$ cat config.mk
export PLATFORM = sky130hd
export DESIGN_NAME = posit_encode_es3
export DESIGN_NICKNAME = d
export VERILOG_FILES = /design/src/rtl/posit_defines_es3.sv /design/src/rtl/posit_round_es3.sv /design/src/rtl/posit_encode_es3.sv
export SDC_FILE = /design/constraint.sdc
export NUM_CORES = 1
export LEC_CHECK = 0
export BUFFER_PORTS_ARGS = -buffer_cell sky130_fd_sc_hd__buf_2
export CORE_ASPECT_RATIO = 1.4
export CORE_MARGIN = 2
export CORE_UTILIZATION = 60
export DETAILED_ROUTE_END_ITERATION = 10
export PLACE_DENSITY = 0.9
export SKIP_LAST_GASP = 1
export SYNTH_ARGS = -nofsm -noshare
export SYNTH_HDL_FRONTEND = slang
export SYNTH_SLANG_ARGS = --single-unit
$ cat constraint.sdc
create_clock -name clk -period 6.8 [get_ports clk]
set_clock_uncertainty 0.15 [all_clocks]
set_input_delay 1.02 -clock clk [delete_from_list [all_inputs] [get_ports clk]]
set_output_delay 1.02 -clock clk [all_outputs]
set_load 0.01 [all_outputs]
$ cat src/rtl/posit_defines_es3.sv
// Shared constants and operand type for the 32-bit, es=3 posit datapath.
package posit_defines_es3;

  localparam int NBITS = 32;
  localparam int ES    = 3;
  localparam int FBITS = 26;
  localparam int ABITS = 30;
  localparam int SBITS = 9;

  localparam int               POSIT_MAXSCALE = 240;
  localparam logic [NBITS-1:0] POSIT_NAR      = 32'h8000_0000;
  localparam logic [NBITS-1:0] POSIT_MAXPOS   = 32'h7FFF_FFFF;

  // Unrounded operand: hidden 1 implied, fraction[29:4] real bits, fraction[3:0] extension
  typedef struct packed {
    logic                    sign;
    logic signed [SBITS-1:0] scale;
    logic [ABITS-1:0]        fraction;
    logic                    inf;
    logic                    zero;
  } value_sum;

endpackage

$ cat src/rtl/posit_round_es3.sv
// Round-to-nearest-even, saturate and negate a posit magnitude into a packed word.
module posit_round_es3
  import posit_defines_es3::*;
(
  input  logic [NBITS-2:0] mag_i,
  input  logic             guard_i,
  input  logic             sticky_i,
  input  logic             sign_i,
  output logic [NBITS-1:0] posit_o
);

  // Carry out of the 31-bit body can only happen from all-ones; hold at maxpos there.
  function automatic logic [NBITS-2:0] rne_sat(input logic [NBITS-2:0] m,
                                               input logic g, input logic s);
    logic [NBITS-1:0] sum;
    sum = {1'b0, m} + {{(NBITS-1){1'b0}}, g & (m[0] | s)};
    if (sum[NBITS-1]) return POSIT_MAXPOS[NBITS-2:0];
    return sum[NBITS-2:0];
  endfunction

  logic [NBITS-2:0] mag_r;

  // Rounded magnitude, then two's complement for negative values
  always_comb begin
    mag_r   = rne_sat(mag_i, guard_i, sticky_i);
    posit_o = sign_i ? (~{1'b0, mag_r} + {{(NBITS-1){1'b0}}, 1'b1}) : {1'b0, mag_r};
  end

endmodule

$ cat src/rtl/posit_encode_es3.sv
// Three-stage posit(32,3) encoder with valid/ready flow control and collapsing bubbles.
module posit_encode_es3
  import posit_defines_es3::*;
(
  input  logic             clk,
  input  logic             reset,
  input  value_sum         in_value,
  input  logic             in_valid,
  output logic             in_ready,
  output logic [NBITS-1:0] out_posit,
  output logic             out_valid,
  input  logic             out_ready
);

  localparam int SHW = SBITS - 1 - ES;            // regime shift amount width
  localparam int BW  = 2 + ES + ABITS + NBITS - 1; // regime seed + e + fraction + headroom

  typedef struct packed {
    logic             nar;
    logic             zero;
    logic             clamp_hi;
    logic             clamp_lo;
    logic             sign;
    logic             rneg;
    logic [SHW-1:0]   shamt;
    logic [ES-1:0]    e;
    logic [ABITS-1:0] frac;
  } s1_t;

  typedef struct packed {
    logic             nar;
    logic             sign;
    logic [NBITS-2:0] mag;
    logic             guard;
    logic             sticky;
  } s2_t;

  logic             vld_p1_q, vld_p2_q, vld_p3_q;
  logic             adv_p1, adv_p2, adv_p3;
  s1_t              data_p1_d, data_p1_q;
  s2_t              data_p2_d, data_p2_q;
  logic [NBITS-1:0] posit_p3_d, posit_p3_q, word_s3;
  logic signed [BW-1:0] body_s2;

  assign adv_p3    = !vld_p3_q | out_ready;
  assign adv_p2    = !vld_p2_q | adv_p3;
  assign adv_p1    = !vld_p1_q | adv_p2;
  assign in_ready  = adv_p1;
  assign out_valid = vld_p3_q;
  assign out_posit = posit_p3_q;

  // S1: specials, clamp flags, k/e split; scale[7:3] is k mod 32 and scale sign is k sign
  always_comb begin
    data_p1_d          = '0;
    data_p1_d.nar      = in_value.inf;
    data_p1_d.zero     = in_value.zero;
    data_p1_d.clamp_hi = in_value.scale > POSIT_MAXSCALE;
    data_p1_d.clamp_lo = in_value.scale < -POSIT_MAXSCALE;
    data_p1_d.sign     = in_value.sign;
    data_p1_d.rneg     = in_value.scale[SBITS-1];
    data_p1_d.shamt    = in_value.scale[SBITS-1] ? ~in_value.scale[SBITS-2:ES]
                                                 : in_value.scale[SBITS-2:ES];
    data_p1_d.e        = in_value.scale[ES-1:0];
    data_p1_d.frac     = in_value.fraction;
  end

  // S2: arithmetic shift of the seed {~neg, neg} grows the regime run; split body/guard/sticky
  always_comb begin
    body_s2 = $signed({~data_p1_q.rneg, data_p1_q.rneg, data_p1_q.e, data_p1_q.frac,
                       {(NBITS-1){1'b0}}}) >>> data_p1_q.shamt;
    data_p2_d        = '0;
    data_p2_d.nar    = data_p1_q.nar;
    data_p2_d.sign   = data_p1_q.sign;
    data_p2_d.mag    = body_s2[BW-1 -: NBITS-1];
    data_p2_d.guard  = body_s2[BW-NBITS];
    data_p2_d.sticky = |body_s2[BW-NBITS-1:0];
    if (data_p1_q.nar) begin
      data_p2_d.mag    = '0;
      data_p2_d.guard  = 1'b0;
      data_p2_d.sticky = 1'b0;
    end else if (data_p1_q.zero) begin
      data_p2_d.sign   = 1'b0;
      data_p2_d.mag    = '0;
      data_p2_d.guard  = 1'b0;
      data_p2_d.sticky = 1'b0;
    end else if (data_p1_q.clamp_hi || data_p1_q.clamp_lo) begin
      data_p2_d.mag    = data_p1_q.clamp_hi ? POSIT_MAXPOS[NBITS-2:0]
                                            : {{(NBITS-2){1'b0}}, 1'b1};
      data_p2_d.guard  = 1'b0;
      data_p2_d.sticky = 1'b0;
    end
  end

  // S3: round, saturate, negate; NaR bypasses the rounder
  posit_round_es3 u_round (
    .mag_i    (data_p2_q.mag),
    .guard_i  (data_p2_q.guard),
    .sticky_i (data_p2_q.sticky),
    .sign_i   (data_p2_q.sign),
    .posit_o  (word_s3)
  );

  assign posit_p3_d = data_p2_q.nar ? POSIT_NAR : word_s3;

  // Stage valid bits: each stage refills from its predecessor whenever it advances
  always_ff @(posedge clk) begin
    if (reset) begin
      vld_p1_q <= 1'b0;
      vld_p2_q <= 1'b0;
      vld_p3_q <= 1'b0;
    end else begin
      if (adv_p1) vld_p1_q <= in_valid;
      if (adv_p2) vld_p2_q <= vld_p1_q;
      if (adv_p3) vld_p3_q <= vld_p2_q;
    end
  end

  // Stage payloads load only when a valid item moves in
  always_ff @(posedge clk) begin
    if (adv_p1 && in_valid) data_p1_q <= data_p1_d;
    if (adv_p2 && vld_p1_q) data_p2_q <= data_p2_d;
  end

  // Output word: cleared on reset, held while stalled
  always_ff @(posedge clk) begin
    if (reset)                   posit_p3_q <= '0;
    else if (adv_p3 && vld_p2_q) posit_p3_q <= posit_p3_d;
  end

endmodule

Word level (Yosys, flattened, before mapping):

Cells that the tools add are included.

* word-level logic and storage cells: 51
* register bits: 114
* bits of input ports: 46
* output and inout bits: 34

* magnitude comparators: 2
* add/subtract/negate cells: 2
* bitwise gates (word level): 8
* mux-type cells: 10
* shift operators: 1
* reduce and logical (&&, ||, !) cells: 10

Operator list (count)
* $mux 31: 3
* $sshr 66x5->66: 1
* $mux 32: 2
* $reduce_or 34->1: 1
* $mux 33: 1
* $add 31x1->32: 1
* $add 32x1->32 const B: 1
* $not 31->32: 1
* $gt 9x9->1 const B: 1
* $lt 9x9->1 const B: 1
* $mux 5: 1
* $not 5->5: 1
* $or 1x1->1: 4
* $logic_and 1x1->1: 3
* $logic_not 1->1: 3
* $mux 1: 3
* $reduce_or 3->1: 1
* $reduce_or 2->1: 1
* $and 1x1->1: 1
* $logic_or 1x1->1: 1
* $not 1->1: 1

Depth between registers and ports, before layout:

Gate-level depths: netlist of run 1.

* depth after elaboration: 9
* mapped depth: 15
* gate-level depth less buffers: 13

Modules after synthesis:

From an unflattened synthesis of run 1, not the netlist that was laid out.

* cell total of the unflattened synthesis: 945
* area, all modules: 8604.5 um^2

Modules (own cells, without submodules)
* posit_encode_es3: area each 6556.3 um^2, seq. area each 3072.9 um^2, cells an instance 626, times used 1
* posit_round_es3: area each 2048.2 um^2, seq. area each 0.0 um^2, cells an instance 319, times used 1

Worst setup path after synthesis of run 1:

No wires, ideal clock.

* path kind: input to register
* start point: input out_ready
* end point: register data_p2_q[0] in the netlist's numbering (enable)
* required time: 6.169 ns
* setup time: 0.481 ns
* data arrival time: 3.695 ns
* stages on the path: 2
* slack: 2.474 ns
* buffers on the path: 0
* path through: nor2b_1 > a21boi_0

* word-level cells in the longest chain between the ends: 3

RTL lines
* from (decl): line posit_encode_es3.sv:12 `input logic out_ready`
* $or 1x1->1: line posit_encode_es3.sv:45 `assign adv_p3 = !vld_p3_q | out_ready;`
* $or 1x1->1: line posit_encode_es3.sv:46 `assign adv_p2 = !vld_p2_q | adv_p3;`
* $logic_and 1x1->1: line posit_encode_es3.sv:121 `if (adv_p2 && vld_p1_q) data_p2_q <= data_p2_d;`
* to (signal assigned): line posit_encode_es3.sv:121
* to (decl): line posit_encode_es3.sv:41 `s2_t data_p2_d, data_p2_q;`

No other way between the ends.
A chain may end at the register's enable or synchronous reset.

Worst setup path after layout of run 1:

* start point: register data_p2_q[2] in the netlist's numbering
* end point: register posit_p3_q[30], in the netlist out_posit[30]

* word-level cells in the longest chain between the ends: 9

RTL lines
* $or 1x1->1: line posit_round_es3.sv:16 `sum = {1'b0, m} + {{(NBITS-1){1'b0}}, g & (m[0] | s)};`
* $and 1x1->1: line posit_round_es3.sv:16
* $add 31x1->32 (*): line posit_round_es3.sv:16
* $mux 1: line posit_round_es3.sv:17 `if (sum[NBITS-1]) return POSIT_MAXPOS[NBITS-2:0];`
* $mux 31 (*): line posit_round_es3.sv:18 `return sum[NBITS-2:0];`
* $not 31->32: line posit_round_es3.sv:26 `posit_o = sign_i ? (~{1'b0, mag_r} + {{(NBITS-1){1'b0}}, 1'b1}) : {1'b0, mag_r};`
* $add 32x1->32: line posit_round_es3.sv:26
* $mux 32 (*): line posit_round_es3.sv:26
* $mux 32 (*): line posit_encode_es3.sv:103 `assign posit_p3_d = data_p2_q.nar ? POSIT_NAR : word_s3;`
* to (signal assigned): line posit_encode_es3.sv:127 `else if (adv_p3 && vld_p2_q) posit_p3_q <= posit_p3_d;`
* to (decl): line posit_encode_es3.sv:42 `logic [NBITS-1:0] posit_p3_d, posit_p3_q, word_s3;`

Every way passes the cells marked *; elsewhere a longest branch is shown, timed or not.

==> results of run 1 <==
[routing by layer]
layer | vias up | track usage
met5 | - | 0
met4 | 0 | 0.192
met2 | 344 | 0.495
met1 | 3180 | 0.291
li1 | 3292 | -
met3 | 102 | 0.0581
[stage by stage]
stage	cell area, um2	setup WS [ps]
final	9060	2630
after detailed placement	8490	2770
after global routing	9060	2390
after CTS	9060	2690
after floorplan	8080	2470
after global placement	8490	2970
[synth_stat cells, drive strengths merged (5+ instances only)]
| master | n | area [um2] |
|---|---|---|
| and3 | 8 | 50.1 |
| nor2 | 84 | 315 |
| or3 | 11 | 68.8 |
| edfxtp | 79 | 2370 |
| xor2 | 17 | 149 |
| nor2b | 6 | 37.5 |
| or2 | 5 | 31.3 |
| a21boi | 5 | 37.5 |
| nand3 | 21 | 110 |
| o31ai | 8 | 60.1 |
| clkbuf | 40 | 150 |
| a21oi | 65 | 325 |
| nand2 | 80 | 300 |
| o41ai | 8 | 85.1 |
| xnor2 | 23 | 201 |
| a21o | 5 | 37.5 |
| nor3 | 26 | 140 |
| nand4 | 18 | 153 |
| buf | 26 | 140 |
| a22oi | 5 | 37.5 |
| nand2b | 13 | 81.3 |
| inv | 13 | 48.8 |
| a31oi | 8 | 65.1 |
| mux2 | 27 | 304 |
| o21ai | 54 | 270 |
| dfxtp | 35 | 701 |
| and2 | 7 | 43.8 |
| nor4 | 21 | 183 |
| a22o | 7 | 61.3 |
| ha | 6 | 75.1 |
| mux4 | 25 | 563 |
| and4 | 13 | 118 |
| mux2i | 33 | 330 |
[cell type report]
cell class	count	area [um2]	area share
sequential	114	3070	0.339
timing repair buffer	87	455	0.0503
inverter	15	56.3	0.00621
clock inverter	15	143	0.0157
multi-input combinational	656	4680	0.517
clock buffer	17	425	0.0469
tap	182	228	0.0251
[final timing paths]
kind | cells after the start | start | end
min reg2reg | 2 | out_posit[24] | out_posit[24]
max reg2reg | 13 | data_p2_q[2] | out_posit[30]
max | 13 | data_p2_q[2] | out_posit[30]
min | 2 | out_posit[24] | out_posit[24]
[worst max-delay path, delay by kind of cell (launching register included)]
kind                       cells  cell delay (ps)
and+or+nand+nor                7             2230
AOI/OAI and AO/OA              3              620
adders and majority gates      2              560
DFF                            1              370
muxes                          1              140
[power by group]
| group | switching [mW] | internal, mW | total, mW | leakage, nW |
|---|---|---|---|---|
| Clock | 0.322 | 0.534 | 0.856 | 0.268 |
| Sequential | 0.0559 | 0.793 | 0.849 | 1.03 |
| Combinational | 0.261 | 0.199 | 0.461 | 2.07 |
| Total | 0.639 | 1.53 | 2.17 | 3.36 |
[state kept, by name, indices dropped and copies added (netlist names)]
register,flops
data_p2_q,35
data_p1_q,44
vld_p1_q,1
out_valid,1
out_posit,32
vld_p2_q,1
[logic make-up (layout without fill, tap and decap cells)]
family | count (synthesis) | in the layout | share of synthesized area
and+or+nand+nor | 326 | 326 | 0.219
DFF | 114 | 114 | 0.381
adders and majority gates | 6 | 6 | 0.00930
AOI/OAI and AO/OA | 199 | 199 | 0.156
buffers and inverters | 81 | 134 | 0.0429
xor gates and xnor gates | 40 | 40 | 0.0434
muxes | 85 | 85 | 0.148
==> out/summary.log, run 1 <==
INFO  clock_network  worst_skew_pair.late_latency=410ps
INFO  timing         rsz0062_at_grt=false
INFO  timing         timing.final.crit_share=0.613
INFO  clock_network  cts_root_buf=sky130_fd_sc_hd__clkbuf_16
INFO  clock_network  ctsHtreeMaxLevel=4
INFO  setup_path     cp_slowest_stage_delay=930ps
INFO  timing         worstMarginPinSlew=1120ps
INFO  power_and_ir_drop power.ir.vdd_worst=190uV
INFO  timing         achievable-frequency=240MHz
INFO  global_route   overall_track_demand_over_capacity_in_global_routing=0.280
INFO  cells_and_area nets_finish=943
INFO  routing        detail_route.first_pass.iterations=7
INFO  placed_design  i_o_buffers=79
INFO  routing        routed-wl-met2=10,200um
INFO  routing        route.vias.total=6,918
INFO  clock_network  cts_hold_buffers=0
INFO  synthesis      netlist_instances=851
INFO  global_route   first_global_vias=6,562
INFO  timing         slew_violations=0
INFO  setup_path     critical_path.startpoint_type=flop
INFO  power_and_ir_drop finalPower=2.17mW
INFO  setup_path     ff2ff_setup_slack=2630ps
INFO  cells_and_area utilization=0.683
INFO  power_and_ir_drop power_leakage=3.36nW
INFO  routing        met3WireLength=971um
INFO  global_route   grt_antenna_before_repair=0
INFO  synthesis      synth.net_count=903
INFO  routing        met1_length=6910um
INFO  timing         final.setup.tns=0ps
INFO  cells_and_area finalNonFillerCells=1,086
INFO  routing        remaining_drc_errors=0
INFO  synthesis      synth-async-reset-ratio=0
INFO  synthesis      ys_ff_latch=114
INFO  synthesis      netlist-cell-type-count=74
INFO  power_and_ir_drop power_density=239nW/um2
INFO  cells_and_area antennaDiodeCount=0
INFO  synthesis      synth_area_per_cell=9.49um2
INFO  setup_path     critical_path.slowest_cell=sky130_fd_sc_hd__nor3_2
INFO  synthesis      post_synth_instance_area=8080um2
INFO  setup_path     path_max_fanout=18
INFO  synthesis      synth_edf_count=79
INFO  placed_design  gp_congestion=1.03
INFO  cells_and_area layout.cells.most_common_list=sky130_fd_sc_hd__nor2_1 (84), sky130_fd_sc_hd__nand2_1 (80), sky130_fd_sc_hd__edfxtp_1 (79), sky130_fd_sc_hd__buf_2 (79), sky130_fd_sc_hd__a21oi_1 (65)
INFO  setup_path     crit_type=flop to flop
INFO  die            die_area=14,400um2
INFO  die            floorplan.io_pins=80
INFO  global_route   grt_overflow=0
INFO  clock_network  cts_buffer_depth=2
INFO  timing         setup_viol=0
INFO  die            chipWidth=102um
INFO  routing        vias_per_cell=6.37
INFO  routing        highest_layer=met4
INFO  cells_and_area n_fill_cell=1,033
INFO  clock_network  clk_pin_slew_worst_paths=60ps
INFO  routing        route.antenna.remaining_nets=0
INFO  die            die_height=141um
INFO  setup_path     timing.critical_path.cells=o21a_1 > ha_1 > and3_1 > nand3_1 > nor3_2 > nor2_1 > ha_1 > o2111ai_1 > nor4_1 > nand3_1 > nor4_1 > mux2i_1 > a221o_1
INFO  setup_path     cp.arrival=4320ps
INFO  synthesis      synth-warning-count=0
INFO  clock_network  cts_setup_buffers=0
INFO  die            design.core.area=13,300um2
INFO  timing         timing.max_slew.rel_slack=0.248
INFO  timing         timing_hold_violations_final=0
INFO  routing        routed_wirelength=19,500um
INFO  die            core.rowCount=50
INFO  setup_path     worstPathRequired=6950ps
INFO  cells_and_area syn2layout_area_growth=12.2%
INFO  placed_design  detailed_place_hpwl=14,400um
INFO  routing        drtIter0Drc=537
INFO  global_route   grt_first_pass_wirelength=31,600um
INFO  global_route   grt_max_degree=47
INFO  outcome        run_status=finished clean
INFO  synthesis      synth_top_flop_cell=sky130_fd_sc_hd__edfxtp_1
INFO  cells_and_area mostFrequentLayoutCell=sky130_fd_sc_hd__nor2_1
INFO  setup_path     category_of_the_worst_setup_path_capture_point=flop
INFO  clock_network  cts.repair.resized=0
INFO  timing         holdWs=295ps
INFO  clock_network  numCtsBuffers=17
INFO  worst_hold_path tightest_hold_check_type=flop to flop
INFO  die            floorplan.initialDensity=0.609
INFO  clock_network  cts_tree=built
INFO  clock_network  clock_sinks=114
INFO  timing         period_minus_slack=4170ps
INFO  placed_design  placedCellCount=1,054
INFO  job            drv_cap=0
INFO  routing        drt-wirelength-per-cell=18.0um
INFO  synthesis      ys_seq_area_frac=0.381
INFO  cells_and_area drive_above_1_share=0.216
No activity file was read; power rests on OpenSTA's default activity.
==> run 2, diff against run 1 <==
Clock period 6.8 ns to 3.9 ns, I/O delays scaled along.
==> run 2 against run 1 <==
Against the previous run:
- via count decreased by 0.87%
- clock power grew 74%
- hold slack worse by 96 ps
- non-clock buffer count grew 16
- worst setup slack worse by 2400 ps
- flip-flop and latch count did not move
- register-to-register slack worse by 2400 ps
- maximum frequency up 14%
- routed wire length is 1.5% higher
- critical path depth unchanged
- final area grew 1.7%
==> out/summary.log, run 2 (same netlist as run 1, synthesis figures left out) <==
INFO  placed_design  i_o_buffers=79
INFO  die            floorplan.initialDensity=0.609
INFO  clock_network  clock_sinks=114
INFO  cells_and_area nets_finish=959
INFO  placed_design  gp_congestion=0.992
INFO  placed_design  placedCellCount=1,070
INFO  clock_network  numCtsBuffers=17
INFO  clock_network  cts_root_buf=sky130_fd_sc_hd__clkbuf_16
INFO  global_route   first_global_vias=6,682
INFO  routing        remaining_drc_errors=0
INFO  routing        highest_layer=met4
INFO  timing         timing.max_slew.rel_slack=0.251
INFO  power_and_ir_drop power_leakage=3.47nW
INFO  clock_network  cts_tree=built
INFO  routing        met1_length=7000um
INFO  routing        route.antenna.remaining_nets=0
INFO  placed_design  post_dp_cell_area=8630um2
INFO  routing        routed_wirelength=19,800um
INFO  die            design.core.area=13,300um2
INFO  cells_and_area layout.cell_area.non_filler=9220um2
INFO  routing        drtIter0Drc=428
INFO  routing        drt-wirelength-per-cell=18.0um
INFO  cells_and_area largest_reg_flops=44
INFO  clock_network  clk_pin_slew_worst_paths=60ps
INFO  routing        met3WireLength=1010um
INFO  cells_and_area mostFrequentLayoutCell=sky130_fd_sc_hd__nor2_1
INFO  clock_network  cts_hold_buffers=0
INFO  setup_path     crit_type=flop to flop
INFO  timing         slew_violations=0
INFO  clock_network  cts.repair.resized=0
INFO  clock_network  cts_buffer_depth=2
INFO  cells_and_area n_fill_cell=996
INFO  cells_and_area register_ranked_first_by_flip_flop_count=data_p1_q
INFO  die            die_height=141um
INFO  routing        routed-wl-met2=10,400um
INFO  timing         rsz0062_at_grt=true
INFO  global_route   grt_first_pass_wirelength=31,800um
INFO  clock_network  worst_skew_pair.late_latency=410ps
INFO  routing        vias_per_cell=6.22
INFO  setup_path     cp.arrival=3800ps
INFO  power_and_ir_drop power.ir.vdd_worst=339uV
INFO  timing         achievable-frequency=274MHz
INFO  setup_path     worstPathRequired=4050ps
INFO  cells_and_area finalNonFillerCells=1,102
INFO  die            floorplan.io_pins=80
INFO  outcome        run_status=finished clean
INFO  cells_and_area layout.cells.most_common_list=sky130_fd_sc_hd__nor2_1 (84), sky130_fd_sc_hd__nand2_1 (80), sky130_fd_sc_hd__edfxtp_1 (79), sky130_fd_sc_hd__buf_2 (79), sky130_fd_sc_hd__a21oi_1 (65)
INFO  clock_network  ctsHtreeMaxLevel=4
INFO  worst_hold_path tightest_hold_check_type=primary input to flop
INFO  die            chipWidth=102um
INFO  timing         setup_viol=0
INFO  clock_network  cts_setup_buffers=0
INFO  cells_and_area antennaDiodeCount=0
INFO  cells_and_area syn2layout_area_growth=14.1%
INFO  global_route   grt_max_degree=46
INFO  routing        route.vias.total=6,858
INFO  die            core.rowCount=50
INFO  setup_path     critical_path.startpoint_type=flop
INFO  routing        detail_route.first_pass.iterations=5
INFO  placed_design  detailed_place_hpwl=14,700um
INFO  timing         worstMarginPinSlew=1120ps
INFO  timing         timing_hold_violations_final=0
INFO  die            die_area=14,400um2
INFO  power_and_ir_drop power_density=411nW/um2
INFO  job            drv_cap=0
INFO  setup_path     path_max_fanout=7
INFO  setup_path     category_of_the_worst_setup_path_capture_point=flop
INFO  cells_and_area drive_above_1_share=0.234
INFO  global_route   grt_antenna_before_repair=0
INFO  global_route   overall_track_demand_over_capacity_in_global_routing=0.284
INFO  timing         period_minus_slack=3650ps
INFO  timing         timing.final.crit_share=0.936
INFO  global_route   grt_overflow=0
-- run 2: report_power, final --
| part | switching [mW] | internal (mW) |
|---|---|---|
| Clock | 0.563 | 0.924 |
| Sequential | 0.115 | 1.38 |
| Combinational | 0.446 | 0.359 |
-- run 2: cell type report --
type	instances	area (um2)	share of cell area
Inverter	15	56.3	0.00611
Clock inverter	10	66.3	0.00719
Timing Repair Buffer	103	588	0.0638
Sequential cell	114	3070	0.333
Tap cell	182	228	0.0247
Multi-Input combinational cell	656	4700	0.510
Clock buffer	22	507	0.0550
-- run 2: final timing paths --
kind	start	slack, ps	to	cells after the start
setup / recovery	data_p2_q[2]	250	out_posit[30]	13
hold / removal	in_value[23]	200	data_p1_q[21]	1
setup reg to reg	data_p2_q[2]	250	out_posit[30]	13
hold reg to reg	out_posit[17]	290	out_posit[17]	2
-- run 2: worst max-delay path: stages, from the launching register on --
cell	delay, ps
sky130_fd_sc_hd__edfxtp_1	390
sky130_fd_sc_hd__o21a_1	180
sky130_fd_sc_hd__ha_1	250
sky130_fd_sc_hd__and3_1	320
sky130_fd_sc_hd__nand3_1	210
sky130_fd_sc_hd__nor3_2	90
sky130_fd_sc_hd__nor2_1	130
sky130_fd_sc_hd__ha_1	200
sky130_fd_sc_hd__o2111ai_1	160
sky130_fd_sc_hd__nor4_2	380
sky130_fd_sc_hd__nand3_1	270
sky130_fd_sc_hd__nor4_1	410
sky130_fd_sc_hd__mux2i_1	120
sky130_fd_sc_hd__a221o_1	260
-- run 2: routing by layer --
| layer | vias to the layer above | global-route usage |
|---|---|---|
| li1 | 3324 | - |
| met1 | 3110 | 0.291 |
| met2 | 320 | 0.506 |
| met3 | 104 | 0.0473 |
| met4 | 0 | 0.210 |
| met5 | - | 0 |
-- run 2: metrics by stage --
| step | total power [mW] | hold WS, ps | utilization | TNS [ps] | setup slack [ps] |
|---|---|---|---|---|---|
| 6_report | 3.79 | 199 | 0.695 | 0 | 249 |
| 5_1_grt | 3.95 | 187 | 0.695 | -49.4 | -49.4 |
| 4_1_cts | 3.78 | 186 | 0.694 | 0 | 93.8 |
| 3_5_place_dp | 2.29 | 286 | 0.650 | 0 | 94.5 |
| 3_3_place_gp | 2.27 | 281 | 0.650 | 0 | 191 |
| 2_1_floorplan | 2.09 | 316 | - | 0 | 9.21 |
==> run 3, diff against run 2 <==
Settings changed: MAX_ROUTING_LAYER from default to met4.
==> run 3 against run 2 <==
Against the previous run:
- total power increased by 3.0%
- critical path depth grew 1
- highest routed layer unchanged
- worst setup slack got worse by 92 ps
- combinational power about the same
- sequential share of layout area down 0.28 points
- final cell count grew 0.18%
- utilization is 0.59 points higher
- clock power increased by 7%
- sequential power barely moved
- via count increased by 0.61%
- largest cell class unchanged
- final area up 0.86%
- non-clock buffer count is 2 higher
==> out/summary.log, run 3 (same netlist as run 1, synthesis figures left out) <==
INFO  clock_network  clk_pin_slew_worst_paths=50ps
INFO  setup_path     critical_path.top_delay_family=simple AND/OR/NAND/NOR gates
INFO  power_and_ir_drop power.net_switching=1.11mW
INFO  timing         achievable-frequency=267MHz
INFO  setup_path     cp.arrival=3890ps
INFO  clock_network  worst_skew_pair.late_latency=410ps
INFO  clock_network  clock_sinks=114
INFO  timing         setup_viol=0
INFO  cells_and_area area_of_the_multi_input_gates=4710um2
INFO  job            drv_cap=0
INFO  timing         period_minus_slack=3740ps
INFO  cells_and_area drive_above_1_share=0.235
INFO  global_route   first_global_vias=6,525
INFO  power_and_ir_drop power.ir.vdd_worst=325uV
INFO  setup_path     critical_path.startpoint_type=flop
INFO  cells_and_area n_fill_cell=1,009
INFO  timing         final.setup.tns=0ps
INFO  cells_and_area mostFrequentLayoutCell=sky130_fd_sc_hd__nor2_1
INFO  cells_and_area largest_reg_flops=44
INFO  cells_and_area register_ranked_first_by_flip_flop_count=data_p1_q
INFO  cells_and_area antennaDiodeCount=0
INFO  placed_design  i_o_buffers=79
INFO  setup_path     category_of_the_worst_setup_path_capture_point=flop
INFO  routing        remaining_drc_errors=0
INFO  placed_design  post_dp_cell_area=8630um2
INFO  clock_network  cts_buffer_depth=2
INFO  setup_path     cp_slowest_stage_delay=560ps
INFO  cells_and_area layout.cell_area.non_filler=9300um2
INFO  clock_network  numCtsBuffers=17
INFO  power_and_ir_drop logic_gate_share_of_total_power=0.207
INFO  power_and_ir_drop power.internal=2.80mW
INFO  cells_and_area layout.cells.most_common_list=sky130_fd_sc_hd__nor2_1 (84), sky130_fd_sc_hd__nand2_1 (80), sky130_fd_sc_hd__edfxtp_1 (79), sky130_fd_sc_hd__buf_2 (79), sky130_fd_sc_hd__a21oi_1 (65)
INFO  power_and_ir_drop power_density=420nW/um2
INFO  setup_path     worstPathBufferInverterCount=1
INFO  power_and_ir_drop sequentialPowerShare=0.384
INFO  setup_path     worstPathRequired=4040ps
INFO  setup_path     timing.critical_path.cells=o21a_1 > ha_1 > and3_1 > nand3_1 > nor3_2 > nor2_1 > ha_1 > o2111ai_1 > buf_4 > or4_1 > nor2_1 > nand4b_1 > mux2i_1 > nand2_1
INFO  die            chipWidth=102um
INFO  routing        detail_route.first_pass.iterations=6
INFO  global_route   overall_track_demand_over_capacity_in_global_routing=0.295
INFO  timing         timing_hold_violations_final=0
INFO  die            die_area=14,400um2
INFO  clock_network  cts_root_buf=sky130_fd_sc_hd__clkbuf_16
INFO  timing         worstMarginPinSlew=1120ps
INFO  timing         rsz0062_at_grt=false
INFO  timing         slew_violations=0
INFO  timing         timing.max_slew.rel_slack=0.256
INFO  power_and_ir_drop power.clock.fraction=0.409
INFO  routing        routed_wirelength=20,200um
INFO  die            floorplan.io_pins=80
INFO  global_route   grt_first_pass_wirelength=31,900um
INFO  clock_network  ctsHtreeMaxLevel=4
INFO  global_route   grt_max_degree=45
INFO  placed_design  gp_congestion=0.975
INFO  setup_path     critical_path.slowest_cell=sky130_fd_sc_hd__or4_1
INFO  cells_and_area final-seq-area=3070um2
INFO  cells_and_area syn2layout_area_growth=15.1%
INFO  die            design.core.area=13,300um2
INFO  global_route   grt_antenna_before_repair=0
INFO  setup_path     crit_type=flop to flop
INFO  routing        route.vias.total=6,900
INFO  power_and_ir_drop power_leakage=3.50nW
INFO  worst_hold_path tightest_hold_check_type=primary input to flop
INFO  cells_and_area nets_finish=961
INFO  routing        route.antenna.remaining_nets=0
INFO  timing         timing.final.crit_share=0.960
INFO  routing        drt-wirelength-per-cell=18.3um
INFO  routing        vias_per_cell=6.25
INFO  setup_path     path_max_fanout=7
INFO  outcome        run_status=finished clean
INFO  die            die_height=141um
INFO  routing        drtIter0Drc=418
INFO  power_and_ir_drop netSwitchingFraction=0.284
INFO  clock_network  cts_tree=built
INFO  placed_design  detailed_place_hpwl=14,700um
INFO  die            floorplan.initialDensity=0.609
INFO  global_route   grt_overflow=0
INFO  die            core.rowCount=50
[run 3: cell count changes in the layout (fill, tap and decap cells not counted), moves of 2 or more]
cell	previous run	this run
sky130_fd_sc_hd__clkinv_2	3	1
sky130_fd_sc_hd__clkbuf_8	2	5
sky130_fd_sc_hd__buf_4	23	25
sky130_fd_sc_hd__inv_4	4	2
sky130_fd_sc_hd__inv_6	2	0
sky130_fd_sc_hd__clkbuf_16	19	21
[run 3: power by group through the flow]
stage	clock, mW	combinational (mW)	sequential (mW)
after floorplan	0	0.643	1.45
after global placement	0	0.765	1.51
after detailed placement	0	0.776	1.52
after CTS	1.60	0.794	1.50
after global routing	1.67	0.875	1.51
final	1.60	0.806	1.50
[run 3: area by class of cell]
type	count	share of cell area
Multi-Input combinational cell	656	0.506
Timing Repair Buffer	105	0.0649
Clock buffer	28	0.0647
Tap cell	182	0.0245
Clock inverter	4	0.00283
Sequential cell	114	0.331
Inverter	15	0.00606
[run 3: metrics by stage]
| step | total power [mW] | worst slack (ps) | instances | util | hold WS, ps |
|---|---|---|---|---|---|
| 6_report | 3.90 | 157 | 1104 | 0.701 | 200 |
| 5_1_grt | 4.05 | 19.9 | 1104 | 0.701 | 185 |
| 4_1_cts | 3.89 | 81.8 | 1103 | 0.698 | 187 |
| 3_5_place_dp | 2.29 | 214 | 1071 | 0.651 | 286 |
| 3_3_place_gp | 2.28 | 310 | 1071 | 0.651 | 280 |
| 2_1_floorplan | 2.09 | 9.21 | 851 | - | 316 |
[run 3: metal layers]
metal	vias to the layer above	GRT usage	wire length (um)
li1	3323	-	-
met1	3181	0.302	7210
met4	0	0.199	1390
met2	309	0.507	10600
met3	87	0.0488	950
met5	-	-	0
[run 3: worst paths after layout]
kind / startpoint / to / slack, ps / cells past startpoint
min: in_value[19] / data_p1_q[17] / 200 / 1
max: data_p2_q[2] / out_posit[22] / 160 / 14
min reg2reg: out_posit[26] / out_posit[26] / 290 / 2
max reg2reg: data_p2_q[2] / out_posit[22] / 160 / 14
[run 3: what timing repair did]
action                                  in CTS  in global routing
hold buffers                                 0                  0
endpoints found under the setup margin       0                  5
buffers inserted                             0                  1
resized for setup                            0                  4
